`src/rtl/fp_sqrt_sched_pkg.sv`:
```
// rtl/fp_sqrt_sched_pkg.sv - shared types and constants for the fp_sqrt issue scheduler
package fp_sqrt_sched_pkg;

    localparam int SQRT_STATUS_W = 8;
    localparam int ROUND_W       = 3;
    localparam int TAG_ID_W      = 3;

    typedef enum logic [ROUND_W-1:0] {
        RND_NE   = 3'd0,
        RND_ZERO = 3'd1,
        RND_PINF = 3'd2,
        RND_NINF = 3'd3,
        RND_NUP  = 3'd4,
        RND_AWAY = 3'd5,
        RND_RSV6 = 3'd6,
        RND_RSV7 = 3'd7
    } round_t;

    // id is sized for the largest supported requester count (8)
    typedef struct packed {
        logic                valid;
        logic [TAG_ID_W-1:0] id;
    } sched_tag_t;

endpackage

```
`src/rtl/fp_sqrt_sched_if.sv`:
```
// rtl/fp_sqrt_sched_if.sv - requester, datapath and result channels of the fp_sqrt scheduler
interface fp_sqrt_sched_if
    import fp_sqrt_sched_pkg::*;
#(
    parameter int NUM_REQ   = 4,
    parameter int sig_width = 23,
    parameter int ex_width  = 8
) ();
    localparam int W     = sig_width + ex_width + 1;
    localparam int IDX_W = $clog2(NUM_REQ);

    logic [NUM_REQ-1:0]         req_valid;
    logic [NUM_REQ*W-1:0]       req_a;
    logic [NUM_REQ*ROUND_W-1:0] req_round;
    logic [NUM_REQ-1:0]         req_ready;

    logic [W-1:0]               sqrt_a;
    round_t                     sqrt_round;
    logic                       sqrt_enable;
    logic                       sqrt_resetn;
    logic [W-1:0]               sqrt_z;
    logic [SQRT_STATUS_W-1:0]   sqrt_status;

    logic                       res_valid;
    logic                       res_ready;
    logic [IDX_W-1:0]           res_id;
    logic [W-1:0]               res_z;
    logic [SQRT_STATUS_W-1:0]   res_status;

    modport master (
        input  req_valid, req_a, req_round, sqrt_z, sqrt_status, res_ready,
        output req_ready, sqrt_a, sqrt_round, sqrt_enable, sqrt_resetn,
               res_valid, res_id, res_z, res_status
    );

    modport slave (
        output req_valid, req_a, req_round, sqrt_z, sqrt_status, res_ready,
        input  req_ready, sqrt_a, sqrt_round, sqrt_enable, sqrt_resetn,
               res_valid, res_id, res_z, res_status
    );

endinterface

```
`src/rtl/fp_sqrt_sched_rr_arbiter.sv`:
```
// rtl/fp_sqrt_sched_rr_arbiter.sv - rotating-priority arbiter; pointer moves past the winner on advance
module fp_sqrt_sched_rr_arbiter #(
    parameter  int N     = 4,
    localparam int IDX_W = $clog2(N)
) (
    input  logic             clk,
    input  logic             reset,
    input  logic [N-1:0]     req,
    input  logic             advance,
    output logic             grant_valid,
    output logic [IDX_W-1:0] grant_idx
);

    logic [IDX_W-1:0] ptr;

    // scan downward so the lowest offset from ptr is the last writer and wins
    always_comb begin
        int j;
        j           = 0;
        grant_valid = 1'b0;
        grant_idx   = '0;
        for (int i = N - 1; i >= 0; i--) begin
            j = int'(ptr) + i;
            if (j >= N) j = j - N;
            if (req[j[IDX_W-1:0]]) begin
                grant_valid = 1'b1;
                grant_idx   = j[IDX_W-1:0];
            end
        end
    end

    always_ff @(posedge clk) begin
        if (reset) begin
            ptr <= '0;
        end else if (advance && grant_valid) begin
            ptr <= (grant_idx == IDX_W'(N - 1)) ? '0 : grant_idx + 1'b1;
        end
    end

endmodule

```
`src/rtl/fp_sqrt_sched.sv`:
```
// rtl/fp_sqrt_sched.sv - round-robin issue of NUM_REQ requesters onto one pipelined fp_sqrt
// FP_SQRT_SCHED_STATS_EN adds saturating stat_issued / stat_stall counters.
module fp_sqrt_sched
    import fp_sqrt_sched_pkg::*;
#(
    parameter int NUM_REQ     = 4,
    parameter int sig_width   = 23,
    parameter int ex_width    = 8,
    parameter int pipe_stages = 0
) (
    input  logic             clk,
    input  logic             reset,
    fp_sqrt_sched_if.master  bus
`ifdef FP_SQRT_SCHED_STATS_EN
    ,
    output logic [31:0]      stat_issued,
    output logic [31:0]      stat_stall
`endif
);

    localparam int W     = sig_width + ex_width + 1;
    localparam int IDX_W = $clog2(NUM_REQ);
    localparam int LAT   = pipe_stages;

    logic             arb_valid;
    logic [IDX_W-1:0] grant_idx;
    logic             issue_valid;
    logic             accept;
    logic             sqrt_enable;
    logic             res_valid;
    logic [IDX_W-1:0] last_id;

    fp_sqrt_sched_rr_arbiter #(.N(NUM_REQ)) u_arb (
        .clk         (clk),
        .reset       (reset),
        .req         (bus.req_valid),
        .advance     (accept),
        .grant_valid (arb_valid),
        .grant_idx   (grant_idx)
    );

    assign issue_valid = arb_valid & ~reset;
    assign sqrt_enable = ~res_valid | bus.res_ready;
    assign accept      = issue_valid & sqrt_enable;

    generate
        if (LAT == 0) begin : g_comb
            // the issue slot is the output slot: result is the live datapath output
            assign res_valid = issue_valid;
            assign last_id   = grant_idx;
        end else begin : g_pipe
            sched_tag_t tags [LAT];
            sched_tag_t new_tag;

            assign new_tag.valid = issue_valid;
            assign new_tag.id    = TAG_ID_W'(grant_idx);

            always_ff @(posedge clk) begin
                if (reset) begin
                    for (int k = 0; k < LAT; k++) tags[k] <= '0;
                end else if (sqrt_enable) begin
                    tags[0] <= new_tag;
                    for (int k = LAT - 1; k > 0; k--) tags[k] <= tags[k-1];
                end
            end

            assign res_valid = tags[LAT-1].valid;
            assign last_id   = tags[LAT-1].id[IDX_W-1:0];
        end
    endgenerate

    always_comb begin
        bus.sqrt_a     = '0;
        bus.sqrt_round = RND_NE;
        bus.req_ready  = '0;
        for (int i = 0; i < NUM_REQ; i++) begin
            if (issue_valid && grant_idx == IDX_W'(i)) begin
                bus.sqrt_a       = bus.req_a[i*W +: W];
                bus.sqrt_round   = round_t'(bus.req_round[i*ROUND_W +: ROUND_W]);
                bus.req_ready[i] = sqrt_enable;
            end
        end
    end

    assign bus.sqrt_enable = sqrt_enable;
    assign bus.sqrt_resetn = ~reset;
    assign bus.res_valid   = res_valid;
    assign bus.res_id      = last_id;
    assign bus.res_z       = bus.sqrt_z;
    assign bus.res_status  = bus.sqrt_status;

`ifdef FP_SQRT_SCHED_STATS_EN
    always_ff @(posedge clk) begin
        if (reset) begin
            stat_issued <= '0;
            stat_stall  <= '0;
        end else begin
            if (accept && stat_issued != '1) stat_issued <= stat_issued + 32'd1;
            if (!sqrt_enable && res_valid && stat_stall != '1) stat_stall <= stat_stall + 32'd1;
        end
    end
`endif

endmodule

```
`src/flat_wrapper.sv`:
```
// flat-port wrapper written by rule: the top's interface ports become plain ports
module fp_sqrt_sched_flat import fp_sqrt_sched_pkg::*;
#(
    parameter int NUM_REQ     = 4,
    parameter int sig_width   = 23,
    parameter int ex_width    = 8,
    parameter int pipe_stages = 0
)
  (clk, reset, bus_req_valid, bus_req_a, bus_req_round, bus_sqrt_z, bus_sqrt_status, bus_res_ready, bus_req_ready, bus_sqrt_a, bus_sqrt_round, bus_sqrt_enable, bus_sqrt_resetn, bus_res_valid, bus_res_id, bus_res_z, bus_res_status);
  fp_sqrt_sched_if #(.NUM_REQ(NUM_REQ), .sig_width(sig_width), .ex_width(ex_width)) bus_i ();
  input  logic clk;
  input  logic reset;
  input wire logic [$bits(bus_i.req_valid)-1:0] bus_req_valid;
  input wire logic [$bits(bus_i.req_a)-1:0] bus_req_a;
  input wire logic [$bits(bus_i.req_round)-1:0] bus_req_round;
  input wire logic [$bits(bus_i.sqrt_z)-1:0] bus_sqrt_z;
  input wire logic [$bits(bus_i.sqrt_status)-1:0] bus_sqrt_status;
  input wire logic [$bits(bus_i.res_ready)-1:0] bus_res_ready;
  output wire logic [$bits(bus_i.req_ready)-1:0] bus_req_ready;
  output wire logic [$bits(bus_i.sqrt_a)-1:0] bus_sqrt_a;
  output wire logic [$bits(bus_i.sqrt_round)-1:0] bus_sqrt_round;
  output wire logic [$bits(bus_i.sqrt_enable)-1:0] bus_sqrt_enable;
  output wire logic [$bits(bus_i.sqrt_resetn)-1:0] bus_sqrt_resetn;
  output wire logic [$bits(bus_i.res_valid)-1:0] bus_res_valid;
  output wire logic [$bits(bus_i.res_id)-1:0] bus_res_id;
  output wire logic [$bits(bus_i.res_z)-1:0] bus_res_z;
  output wire logic [$bits(bus_i.res_status)-1:0] bus_res_status;
  assign bus_i.req_valid = bus_req_valid;
  assign bus_i.req_a = bus_req_a;
  assign bus_i.req_round = bus_req_round;
  assign bus_i.sqrt_z = bus_sqrt_z;
  assign bus_i.sqrt_status = bus_sqrt_status;
  assign bus_i.res_ready = bus_res_ready;
  assign bus_req_ready = bus_i.req_ready;
  assign bus_sqrt_a = bus_i.sqrt_a;
  assign bus_sqrt_round = bus_i.sqrt_round;
  assign bus_sqrt_enable = bus_i.sqrt_enable;
  assign bus_sqrt_resetn = bus_i.sqrt_resetn;
  assign bus_res_valid = bus_i.res_valid;
  assign bus_res_id = bus_i.res_id;
  assign bus_res_z = bus_i.res_z;
  assign bus_res_status = bus_i.res_status;
  fp_sqrt_sched #(.NUM_REQ(NUM_REQ), .sig_width(sig_width), .ex_width(ex_width), .pipe_stages(pipe_stages)) u_core (.clk(clk), .reset(reset), .bus(bus_i));
endmodule
```
`config.mk`:
```
export PLATFORM = sky130hd
export DESIGN_NAME = fp_sqrt_sched_flat
export DESIGN_NICKNAME = d
export VERILOG_FILES = /design/src/rtl/fp_sqrt_sched_pkg.sv /design/src/rtl/fp_sqrt_sched_if.sv /design/src/rtl/fp_sqrt_sched_rr_arbiter.sv /design/src/rtl/fp_sqrt_sched.sv /design/src/flat_wrapper.sv
export SDC_FILE = /design/constraint.sdc
export NUM_CORES = 1
export LEC_CHECK = 0
export CELL_PAD_IN_SITES_DETAIL_PLACEMENT = 0
export CELL_PAD_IN_SITES_GLOBAL_PLACEMENT = 1
export CORE_MARGIN = 1
export CORE_UTILIZATION = 13
export CTS_BUF_LIST = sky130_fd_sc_hd__clkbuf_2
export CTS_CLUSTER_SIZE = 14
export DETAILED_ROUTE_END_ITERATION = 12
export GPL_ROUTABILITY_DRIVEN = 0
export GPL_TIMING_DRIVEN = 0
export PLACE_DENSITY = 0.8
export SKIP_CTS_REPAIR_TIMING = 1
export SYNTH_ARGS = -nofsm -noshare
export SYNTH_HDL_FRONTEND = slang
export SYNTH_HIERARCHICAL = 1
export SYNTH_SLANG_ARGS = --single-unit
```
`constraint.sdc`:
```
create_clock -name clk -period 2.1 [get_ports clk]
set_clock_uncertainty 0.05 [all_clocks]
set_input_delay 0.42 -clock clk [delete_from_list [all_inputs] [get_ports clk]]
set_output_delay 0.42 -clock clk [all_outputs]
set_load 0.01 [all_outputs]
```
==> impl_metrics.ini <==
[run_status]
status = complete, but fails checks
violations = negative setup slack

[die]
die_width_um = 119
coreArea_um2 = 13200
die_h_um = 119
ios = 271
dieArea_um2 = 14100
rows = 42
initial_utilization_pct = 13.3

[grt]
grt_use_total_pct = 11.6
overflow = 0
grt_first_pass_wirelength_um = 12900
grt_start_max_net_pins = 11
antenna_found_initial = 0
grt_pass1_vias = 2573

[drt]
dr.pass1.iters = 4
antenna_left = 0
vias_per_cell = 4.00
vias = 2543
wirelength_um = 9680
wire_per_inst_um = 15.2
first_iter_violations = 17
drc = 0

[sta]
tightest_slew_ns = 0.295
drv_slew = 0
whs_ns = 0.497
fin_crit_sh_pct = 139
final.min_clock_period_ns = 2.92
hold_viol = 0
slew-limit-headroom_pct = 80.0
fin_ws_ns = -0.823
rsz0062_at_grt = yes
fmax_mhz = 342
setup_viol = 40

[power]
finalPower_uw = 1580
ir_drop_mv = 0.137
powerDensity_nw_per_um2 = 321
p_leak_uw = 0.00205

[synthesis]
synthesis.area_um2 = 1770
yosys_most_used_dff = dfxtp_1
synthArstFlopShare_pct = 0
synth_top_cell_area_share_pct = 39.7
synth_area_leaders = mux2i_1, o22ai_2, buf_4, buf_6, dfxtp_1
syn_inst = 193
synth_common_cells = mux2i_1, buf_4, o22ai_2, buf_2, o22ai_1
syn_area_per_cell_um2 = 9.15
syn_nets = 380
synth_edf_count = 0
synth-seq-area-share_pct = 2.27
synth.most_common_cell = mux2i_1
synth_seq_cells = 2
synth_cell_types = 28
yosysWarnings = 6
synth_largest_area_cell = mux2i_1

[layout]
fin_util_pct = 37.3
largestRegisters = u_core/u_arb/ptr x2
layout-drive-gt1-share_pct = 43.9
syn_to_final_growth_pct = 179
largest_reg_flops = 2
final_nets = 649
num_antenna_cells = 0
top_register = u_core/u_arb/ptr

[cts]
h-tree-depth = 1
insertion_delay_ns = 0.19
clkSlewWorstSetupHoldPaths_ns = 0.03
cts.path.max_buffers = 2
cts-root-buf = clkbuf_2
clock_sinks = 2
cts_made_buffers = 3
cts_tree = built

[critical_path]
critPathArrivalTime_ns = 2.45
worst_path_dominant_cell_family = buffers and inverters
cpPeakStageDelay_ns = 0.51
cp-end-kind = output pin
startpoint_type = flip-flop
path_max_fanout = 6
path_buf_inv = 4
critical_path.cell_chain = inv_2 > a221o_1 > a21oi_4 > buf_12 > clkbuf_16 > mux2i_2 > o22ai_1 > clkdlybuf4s50_1
required_ns = 1.63
slowest_stage = clkdlybuf4s50_1
crit_type = flip-flop to output pin

[flow_run]
drv_cap = 0

[placed_design]
dp_hpwl_um = 7550
numPortBuffers = 230

[min_path]
hold_class = flip-flop to flip-flop
tightest hold or removal path, cell delays in order (launching register included):
cell	delay, ns
dfxtp_4	0.34
nor2_1	0.10
a211oi_1	0.06
layout make-up:
| type | instances | area [µm²] |
|---|---|---|
| buffer | 55 | 531 |
| clock buffer | 3 | 15.0 |
| timing repair buffer | 264 | 2510 |
| tap | 176 | 220 |
| fill | 1335 | 8310 |
| multi-input combinational | 130 | 1590 |
| inverter | 6 | 22.5 |
| sequential | 2 | 43.8 |
cell usage in the layout (no fill, tap or decap), drive strengths merged, types with 2 or more instances in the layout:
cell           count
clkbuf            35
mux2i             70
clkdlybuf4s50    188
inv                6
nor2               3
buf               92
o22ai             35
dlymetal6s2s       7
a211oi             2
dfxtp              2
a21oi              4
and4b              2
nand2b             2
and2               2
routing by layer:
metal	wire length, µm	track usage [%]	part of all wire [%]
met5	0	0	0
met4	38	1.50	0.39
met3	641	2.03	6.6
met2	5300	23.6	55
met1	3700	12.3	38
stage by stage:
stage	instances	setup slack [ns]	area, µm²	setup TNS [ns]
final	636	-0.823	4930	-22.65
after global routing	636	-0.938	4930	-26.53
after CTS	602	-1.57	4370	-58.52
after detailed placement	599	-1.56	4350	-58.16
after global placement	599	-1.51	4350	-55.81
after floorplan	193	-0.0559	1830	-1.70
power breakdown:
| part | internal [µW] | switching (µW) |
|---|---|---|
| combinational | 924 | 552 |
| sequential | 41.1 | 4.23 |
| clock | 37.9 | 22.0 |
cells by family after synthesis:
kind of cell | Yosys count | share of synthesized area, %
and+or+nand+nor | 15 | 5.81
buffers and inverters | 61 | 24.5
xor gates and xnor gates | 1 | 0.496
DFF | 2 | 2.27
muxes | 70 | 39.7
AOI/OAI and AO/OA | 44 | 27.3
final timing paths:
| check | from | endpoint | slack, ns | cells past startpoint |
|---|---|---|---|---|
| worst max-delay path | u_core/u_arb/ptr[0] | bus_sqrt_round[2] | -0.82 | 8 |
| worst min-delay path | u_core/u_arb/ptr[0] | u_core/u_arb/ptr[0] | 0.50 | 2 |
| worst max register to register | u_core/u_arb/ptr[0] | u_core/u_arb/ptr[1] | 0.42 | 7 |
| worst min register to register | u_core/u_arb/ptr[0] | u_core/u_arb/ptr[0] | 0.50 | 2 |
Power figures use the tool's default switching activity.
